--- config.mk ---
export PLATFORM = sky130hd
export DESIGN_NAME = multicycle_control_fsm
export DESIGN_NICKNAME = d
export VERILOG_FILES = /design/src/rtl/multicycle_control_fsm.sv
export SDC_FILE = /design/constraint.sdc
export NUM_CORES = 1
export LEC_CHECK = 0
export CORE_MARGIN = 2
export CORE_UTILIZATION = 45
export CTS_CLUSTER_DIAMETER = 50
export CTS_CLUSTER_SIZE = 16
export DETAILED_ROUTE_END_ITERATION = 16
export GPL_TIMING_DRIVEN = 0
export HOLD_SLACK_MARGIN = 0.05
export PLACE_DENSITY = 0.76
export SYNTH_ARGS = -nofsm -noshare
export SYNTH_HDL_FRONTEND = slang
export SYNTH_SLANG_ARGS = --single-unit
--- constraint.sdc ---
create_clock -name clk -period 2.4 [get_ports clk]
set_clock_uncertainty 0.05 [all_clocks]
set_input_delay 0.48 -clock clk [delete_from_list [all_inputs] [get_ports clk]]
set_output_delay 0.48 -clock clk [all_outputs]
set_load 0.02 [all_outputs]
--- src/rtl/multicycle_control_fsm.sv ---
// -----------------------------------------------------------------------------
// multicycle_control_fsm
//
// Main control sequencer for the multicycle RV32I core. Each instruction is
// stepped through fetch, decode, execute, memory and writeback states. The
// block drives the datapath mux selects and the ALU operation class. Memory
// accesses stall on a single-bit ready handshake. Unsupported opcodes park
// the sequencer in TRAP until the next reset.
//
// Ports
//   clk         rising-edge clock
//   resetn      asynchronous active-low reset
//   op          instruction[6:0] from the instruction register
//   zero        ALU zero flag (qualifies pc_write in BEQ)
//   mem_ready   memory completes the current read/write this cycle
//   pc_write    PC load enable
//   adr_src     memory address select: 0 = PC, 1 = ALUOut
//   mem_read    memory read request
//   mem_write   memory write request
//   ir_write    instruction register / OldPC load enable
//   reg_write   register file write enable
//   result_src  00 = ALUOut, 01 = Data, 10 = ALUResult
//   alu_src_a   00 = PC, 01 = OldPC, 10 = rs1, 11 = zero
//   alu_src_b   00 = rs2, 01 = ImmExt, 10 = constant 4
//   alu_op      00 = add, 01 = subtract, 10 = funct-decoded
//   state       current state encoding (debug)
//   illegal     high while in TRAP
//   instret     retired-instruction counter
// -----------------------------------------------------------------------------
module multicycle_control_fsm (
    input  logic        clk,
    input  logic        resetn,
    input  logic [6:0]  op,
    input  logic        zero,
    input  logic        mem_ready,
    output logic        pc_write,
    output logic        adr_src,
    output logic        mem_read,
    output logic        mem_write,
    output logic        ir_write,
    output logic        reg_write,
    output logic [1:0]  result_src,
    output logic [1:0]  alu_src_a,
    output logic [1:0]  alu_src_b,
    output logic [1:0]  alu_op,
    output logic [3:0]  state,
    output logic        illegal,
    output logic [31:0] instret
);

    typedef enum logic [3:0] {
        S_FETCH    = 4'd0,
        S_DECODE   = 4'd1,
        S_MEMADR   = 4'd2,
        S_MEMREAD  = 4'd3,
        S_MEMWB    = 4'd4,
        S_MEMWRITE = 4'd5,
        S_EXECUTER = 4'd6,
        S_ALUWB    = 4'd7,
        S_EXECUTEI = 4'd8,
        S_JAL      = 4'd9,
        S_BEQ      = 4'd10,
        S_JALR     = 4'd11,
        S_JALR2    = 4'd12,
        S_LUI      = 4'd13,
        S_UNUSED   = 4'd14,
        S_TRAP     = 4'd15
    } state_t;

    localparam logic [6:0] OP_LOAD   = 7'b0000011;
    localparam logic [6:0] OP_STORE  = 7'b0100011;
    localparam logic [6:0] OP_RTYPE  = 7'b0110011;
    localparam logic [6:0] OP_ITYPE  = 7'b0010011;
    localparam logic [6:0] OP_JAL    = 7'b1101111;
    localparam logic [6:0] OP_JALR   = 7'b1100111;
    localparam logic [6:0] OP_BRANCH = 7'b1100011;
    localparam logic [6:0] OP_LUI    = 7'b0110111;

    // Control word that depends on the state alone; the mem_ready / zero
    // qualified strobes are combined in after the register.
    typedef struct packed {
        logic       pc_write;
        logic       adr_src;
        logic       mem_read;
        logic       mem_write;
        logic       ir_write;
        logic       reg_write;
        logic [1:0] result_src;
        logic [1:0] alu_src_a;
        logic [1:0] alu_src_b;
        logic [1:0] alu_op;
        logic       illegal;
    } ctrl_t;

    function automatic ctrl_t decode_ctrl(input state_t s);
        ctrl_t c;
        c = '0;
        case (s)
            S_FETCH:    begin c.mem_read = 1'b1; c.alu_src_b = 2'b10; c.result_src = 2'b10; end
            S_DECODE:   begin c.alu_src_a = 2'b01; c.alu_src_b = 2'b01; end
            S_MEMADR:   begin c.alu_src_a = 2'b10; c.alu_src_b = 2'b01; end
            S_MEMREAD:  begin c.mem_read = 1'b1; c.adr_src = 1'b1; end
            S_MEMWB:    begin c.result_src = 2'b01; c.reg_write = 1'b1; end
            S_MEMWRITE: begin c.mem_write = 1'b1; c.adr_src = 1'b1; end
            S_EXECUTER: begin c.alu_src_a = 2'b10; c.alu_op = 2'b10; end
            S_ALUWB:    begin c.reg_write = 1'b1; end
            S_EXECUTEI: begin c.alu_src_a = 2'b10; c.alu_src_b = 2'b01; c.alu_op = 2'b10; end
            S_JAL:      begin c.alu_src_a = 2'b01; c.alu_src_b = 2'b10; c.pc_write = 1'b1; end
            S_BEQ:      begin c.alu_src_a = 2'b10; c.alu_op = 2'b01; end
            S_JALR:     begin c.alu_src_a = 2'b10; c.alu_src_b = 2'b01; end
            S_JALR2:    begin c.alu_src_a = 2'b01; c.alu_src_b = 2'b10; c.pc_write = 1'b1; end
            S_LUI:      begin c.alu_src_a = 2'b11; c.alu_src_b = 2'b01; end
            S_TRAP:     begin c.illegal = 1'b1; end
            default:    c = '0;
        endcase
        return c;
    endfunction

    state_t      r_state;
    ctrl_t       r_ctrl;
    logic        r_run;      // low during reset and the first cycle after release
    logic [31:0] r_instret;
    state_t      w_next;
    logic        w_retire;
    logic        w_fetch_go;

    // NOTE: every variable driven here gets a default first so no path leaves
    // it unassigned and a latch is never inferred.
    always_comb begin
        w_next   = r_state;
        w_retire = 1'b0;
        if (!r_run) begin
            // Outputs were forced low during reset; spend one cycle bringing
            // FETCH requests up before the handshake is allowed to advance.
            w_next = S_FETCH;
        end else begin
            case (r_state)
                S_FETCH:    if (mem_ready) w_next = S_DECODE;
                S_DECODE: begin
                    case (op)
                        OP_LOAD, OP_STORE: w_next = S_MEMADR;
                        OP_RTYPE:          w_next = S_EXECUTER;
                        OP_ITYPE:          w_next = S_EXECUTEI;
                        OP_JAL:            w_next = S_JAL;
                        OP_JALR:           w_next = S_JALR;
                        OP_BRANCH:         w_next = S_BEQ;
                        OP_LUI:            w_next = S_LUI;
                        default:           w_next = S_TRAP;
                    endcase
                end
                S_MEMADR:   w_next = (op == OP_LOAD) ? S_MEMREAD : S_MEMWRITE;
                S_MEMREAD:  if (mem_ready) w_next = S_MEMWB;
                S_MEMWB:    begin w_next = S_FETCH; w_retire = 1'b1; end
                S_MEMWRITE: if (mem_ready) begin w_next = S_FETCH; w_retire = 1'b1; end
                S_EXECUTER: w_next = S_ALUWB;
                S_ALUWB:    begin w_next = S_FETCH; w_retire = 1'b1; end
                S_EXECUTEI: w_next = S_ALUWB;
                S_JAL:      w_next = S_ALUWB;
                S_BEQ:      begin w_next = S_FETCH; w_retire = 1'b1; end
                S_JALR:     w_next = S_JALR2;
                S_JALR2:    w_next = S_ALUWB;
                S_LUI:      w_next = S_ALUWB;
                S_TRAP:     w_next = S_TRAP;
                default:    w_next = S_TRAP;
            endcase
        end
    end

    // NOTE: state is updated with non-blocking assignments so every register
    // samples the pre-edge values, independent of statement order.
    always_ff @(posedge clk or negedge resetn) begin
        if (!resetn) begin
            r_state   <= S_FETCH;
            r_ctrl    <= '0;
            r_run     <= 1'b0;
            r_instret <= '0;
        end else begin
            r_run   <= 1'b1;
            r_state <= w_next;
            // Decode for the state being entered, so the outputs are
            // registered yet line up with the state they belong to.
            r_ctrl  <= decode_ctrl(w_next);
            if (w_retire) r_instret <= r_instret + 32'd1;
        end
    end

    // Handshake-qualified strobes; r_run keeps them low through reset exit.
    assign w_fetch_go = r_run && (r_state == S_FETCH) && mem_ready;

    assign pc_write   = r_ctrl.pc_write | w_fetch_go | ((r_state == S_BEQ) && zero);
    assign ir_write   = r_ctrl.ir_write | w_fetch_go;
    assign adr_src    = r_ctrl.adr_src;
    assign mem_read   = r_ctrl.mem_read;
    assign mem_write  = r_ctrl.mem_write;
    assign reg_write  = r_ctrl.reg_write;
    assign result_src = r_ctrl.result_src;
    assign alu_src_a  = r_ctrl.alu_src_a;
    assign alu_src_b  = r_ctrl.alu_src_b;
    assign alu_op     = r_ctrl.alu_op;
    assign illegal    = r_ctrl.illegal;
    assign state      = r_state;
    assign instret    = r_instret;

endmodule

==> results.yml, run 1 <==
finish:
  layout.nets: 361
  fin_cells: 424
  multi_input_area_mm2: 0.00135
  finish.instance_area_mm2: 0.00379
  area_growth_pct: 42.1
  nFillCells: 471
  regArea_mm2: 0.00128
  drive_gt1_frac: 0.221
  antenna-diode-count: 0
routing:
  drt-vias-per-instance: 5.23
  antenna_left: 0
  drc: 0
  wirelength_um: 6020
  drt_first_pass_iters: 4
  drtIter0Drc: 110
  vias: 2219
  wl_per_cell_um: 14.2
run:
  maxCapViolCount: 0
power_and_ir_drop:
  ir_drop_uv: 589
  leakage_nw: 1.72
  power_per_cell_area_mw_per_mm2: 959
cts:
  cts_buffer_depth: 2
  clkSinkCount: 51
  root_buffer: "clkbuf_8"
  clk_latency_ns: 0.30
  numCtsBuffers: 5
  cts.clk_slew.worst_paths_ns: 0.09
  cts_tree: "done"
  cts_htree_levels: 2
logic_synthesis:
  synth.distinct_cells: 56
  synth_top_area_cell: "dfrtp_1"
  async_flop_share: 1.00
  ys_top_cells_by_area: "dfrtp_1, xor2_1, xnor2_1"
  yosysSeqAreaShare: 0.478
  synth_common_cells: "dfrtp_1, nor2_1, xor2_1"
  synth_top_area_frac: 0.478
  synth_ff_type: "dfrtp_1"
  yosysWarnings: 0
  synthCells: 261
  synth_most_common_cell: "dfrtp_1"
  synth_edf_count: 0
  avgSynthCellArea_um2: 10.2
  synth_seq_cells: 51
  synth_nets: 273
  netlist_area_mm2: 0.00267
hold_path:
  hold_path.class: "input port to async pin"
floorplanning:
  die-height_um: 81.0
  dieArea_mm2: 0.00656
  io_pins: 62
  rows: 28
  core-area_mm2: 0.00582
  fp.dieW_um: 81.0
  start_util: 0.459
placement:
  place_hpwl_um: 4050
  placed_area_mm2: 0.00342
  io_buffers: 61
  gp_congestion: 0.833
  dp_cells: 398
critical_path:
  timing.rr.start: "state[1]"
  worstRegToRegCells: 9
  r2r_end: "alu_src_b[1]"
  max_stage_delay_ns: 0.55
  r2r_slack_ns: -0.01
  worstPathRequired_ns: 1.87
  cpLargestDelayFamily: "simple AND/OR/NAND/NOR gates"
  critPathBufInv: 3
  start_kind: "register"
  slowest_stage: "or4b_4"
  crit_top_cell: "buf_6"
  cp-end-kind: "primary output"
  path_max_fanout: 5
  cp.arrival_ns: 2.27
  crit_chain: "buf_6 > or4b_4 > a211o_1 > nand4_1 > and2_1 > buf_6 > o31ai_4 > buf_6"
  path_class: "register to primary output"
timing:
  setup_ws_ns: -0.403
  period_share: 1.17
  period_minus_slack_ns: 2.80
  fmax_mhz: 357
  slew_viol_final: 0
  finalSetupViolCount: 3
  hold_violations: 0
  relSlewSlack: 0.560
  rsz0062_at_grt: "yes"
  worst_pin_slew_ns: 0.653
status:
  outcome: "finished with violations"
  violations: "negative setup slack"
grt:
  grt_pass1_wl_um: 9760
  grt_usage: 0.192
  grt_pass1_vias: 2075
  grt_max_degree: 27
  grt_antenna_before_repair: 0
  overflow: 0
registers in the layout, indices dropped and copies added, names as in the netlist:
signal      flops
result_src      2
illegal         1
r_run           1
mem_write       1
reg_write       1
adr_src         1
alu_src_b       2
mem_read        1
instret        32
r_ctrl          1
state           4
alu_op          2
alu_src_a       2
how the worst max path moves through the flow:
stage | startpoint | to | slack [ns] | depth (start not counted)
after floorplan | state[1] | pc_write | -0.10 | 6
final | state[1] | pc_write | -0.40 | 8
after CTS | state[1] | pc_write | -0.41 | 8
after global placement | op[5] | ir_write | -1.13 | 8
after detailed placement | op[5] | ir_write | -1.14 | 8
after global routing | state[1] | pc_write | -0.45 | 7
worst reg2reg max path, cell delays in order, from the launching register on:
cell and delay [ns]:
dfrtp_2 0.42, buf_6 0.12, or4b_4 0.55, or2_1 0.26, o21a_1 0.18, buf_6 0.13
buf_6 0.13, clkinvlp_4 0.12, o31ai_1 0.11, or2_1 0.22
per-stage QoR:
stage | setup WS (ns) | setup TNS (ns) | power (mW) | util | hold slack, ns
6_report | -0.403 | -0.771 | 3.64 | 0.652 | 0.131
3_5_place_dp | -1.14 | -9.44 | 2.63 | 0.588 | 0.422
2_1_floorplan | -0.103 | -0.103 | 2.14 | - | 0.134
5_1_grt | -0.452 | -1.03 | 3.84 | 0.652 | 0.157
3_3_place_gp | -1.13 | -42.36 | 2.60 | 0.586 | 0.417
4_1_cts | -0.413 | -1.29 | 3.48 | 0.636 | 0.145
where the power goes:
part           internal [mW]  switching [mW]
Clock                  0.305           0.280
Combinational          0.993           0.977
Sequential             0.987          0.0932
Total                   2.29            1.35
area by class of cell:
| type | count | area share |
|---|---|---|
| Clock buffer | 5 | 0.0181 |
| Inverter | 11 | 0.0119 |
| Tap cell | 75 | 0.0247 |
| Timing Repair Buffer | 82 | 0.210 |
| Buffer | 17 | 0.0333 |
| Multi-Input combinational cell | 181 | 0.355 |
| Clock inverter | 2 | 0.00990 |
| Sequential cell | 51 | 0.337 |
cell usage in the layout, fill, tap and decap left out, drive strengths merged, types with 2 or more instances in the layout:
cell type / instances
nand4: 6
nand2b: 5
dlymetal6s2s: 4
o21a: 3
nor2b: 5
or4b: 2
and3: 2
clkbuf: 8
dlygate4sd2: 4
and2: 2
clkinvlp: 2
nor3b: 3
inv: 10
o31ai: 2
nor4: 2
clkdlybuf4s50: 50
and4: 2
a21oi: 5
nor2: 19
nand2: 17
xnor2: 14
nand3: 12
o31a: 2
nor4b: 3
o21ai: 8
o2111ai: 3
buf: 38
nand3b: 3
nor3: 16
or2: 6
dfrtp: 51
xor2: 19
or3: 4
routing by layer:
| metal | track usage | vias to the layer above | wire length (um) |
|---|---|---|---|
| li1 | - | 1067 | - |
| met3 | 0.0578 | 6 | 370 |
| met5 | 0 | - | 0 |
| met2 | 0.299 | 71 | 2900 |
| met1 | 0.259 | 1075 | 2690 |
| met4 | 0.0559 | 0 | 52 |
repair_timing:
| item | 4_1_cts | 5_1_grt |
|---|---|---|
| gates resized for setup | 27 | 23 |
| buffers inserted | 16 | 9 |
| hold buffers | 0 | 0 |
| pin swaps | 14 | 10 |
| setup endpoints to repair | 7 | 14 |
cell families (layout without fill, tap and decap cells):
kind of cell | count (synthesis) | count (layout) | synth area share
AND/OR/NAND/NOR | 114 | 114 | 0.251
other | 1 | 1 | 0.00141
multiplexers | 1 | 1 | 0.00375
flip-flops | 51 | 51 | 0.478
XOR/XNOR | 33 | 33 | 0.108
buffers and inverters | 29 | 117 | 0.0628
adder cells (fa/ha/maj) | 1 | 1 | 0.00469
AO/OA/AOI/OAI | 31 | 31 | 0.0900
Power figures use the tool's default switching activity.
==> run 2, diff against run 1 <==
- ABC_CLOCK_PERIOD_IN_PS: not set -> 2400
- SLEW_MARGIN: not set -> 20
==> results of run 2 <==
Final layout, timing and power as in run 1 (identical DEF).
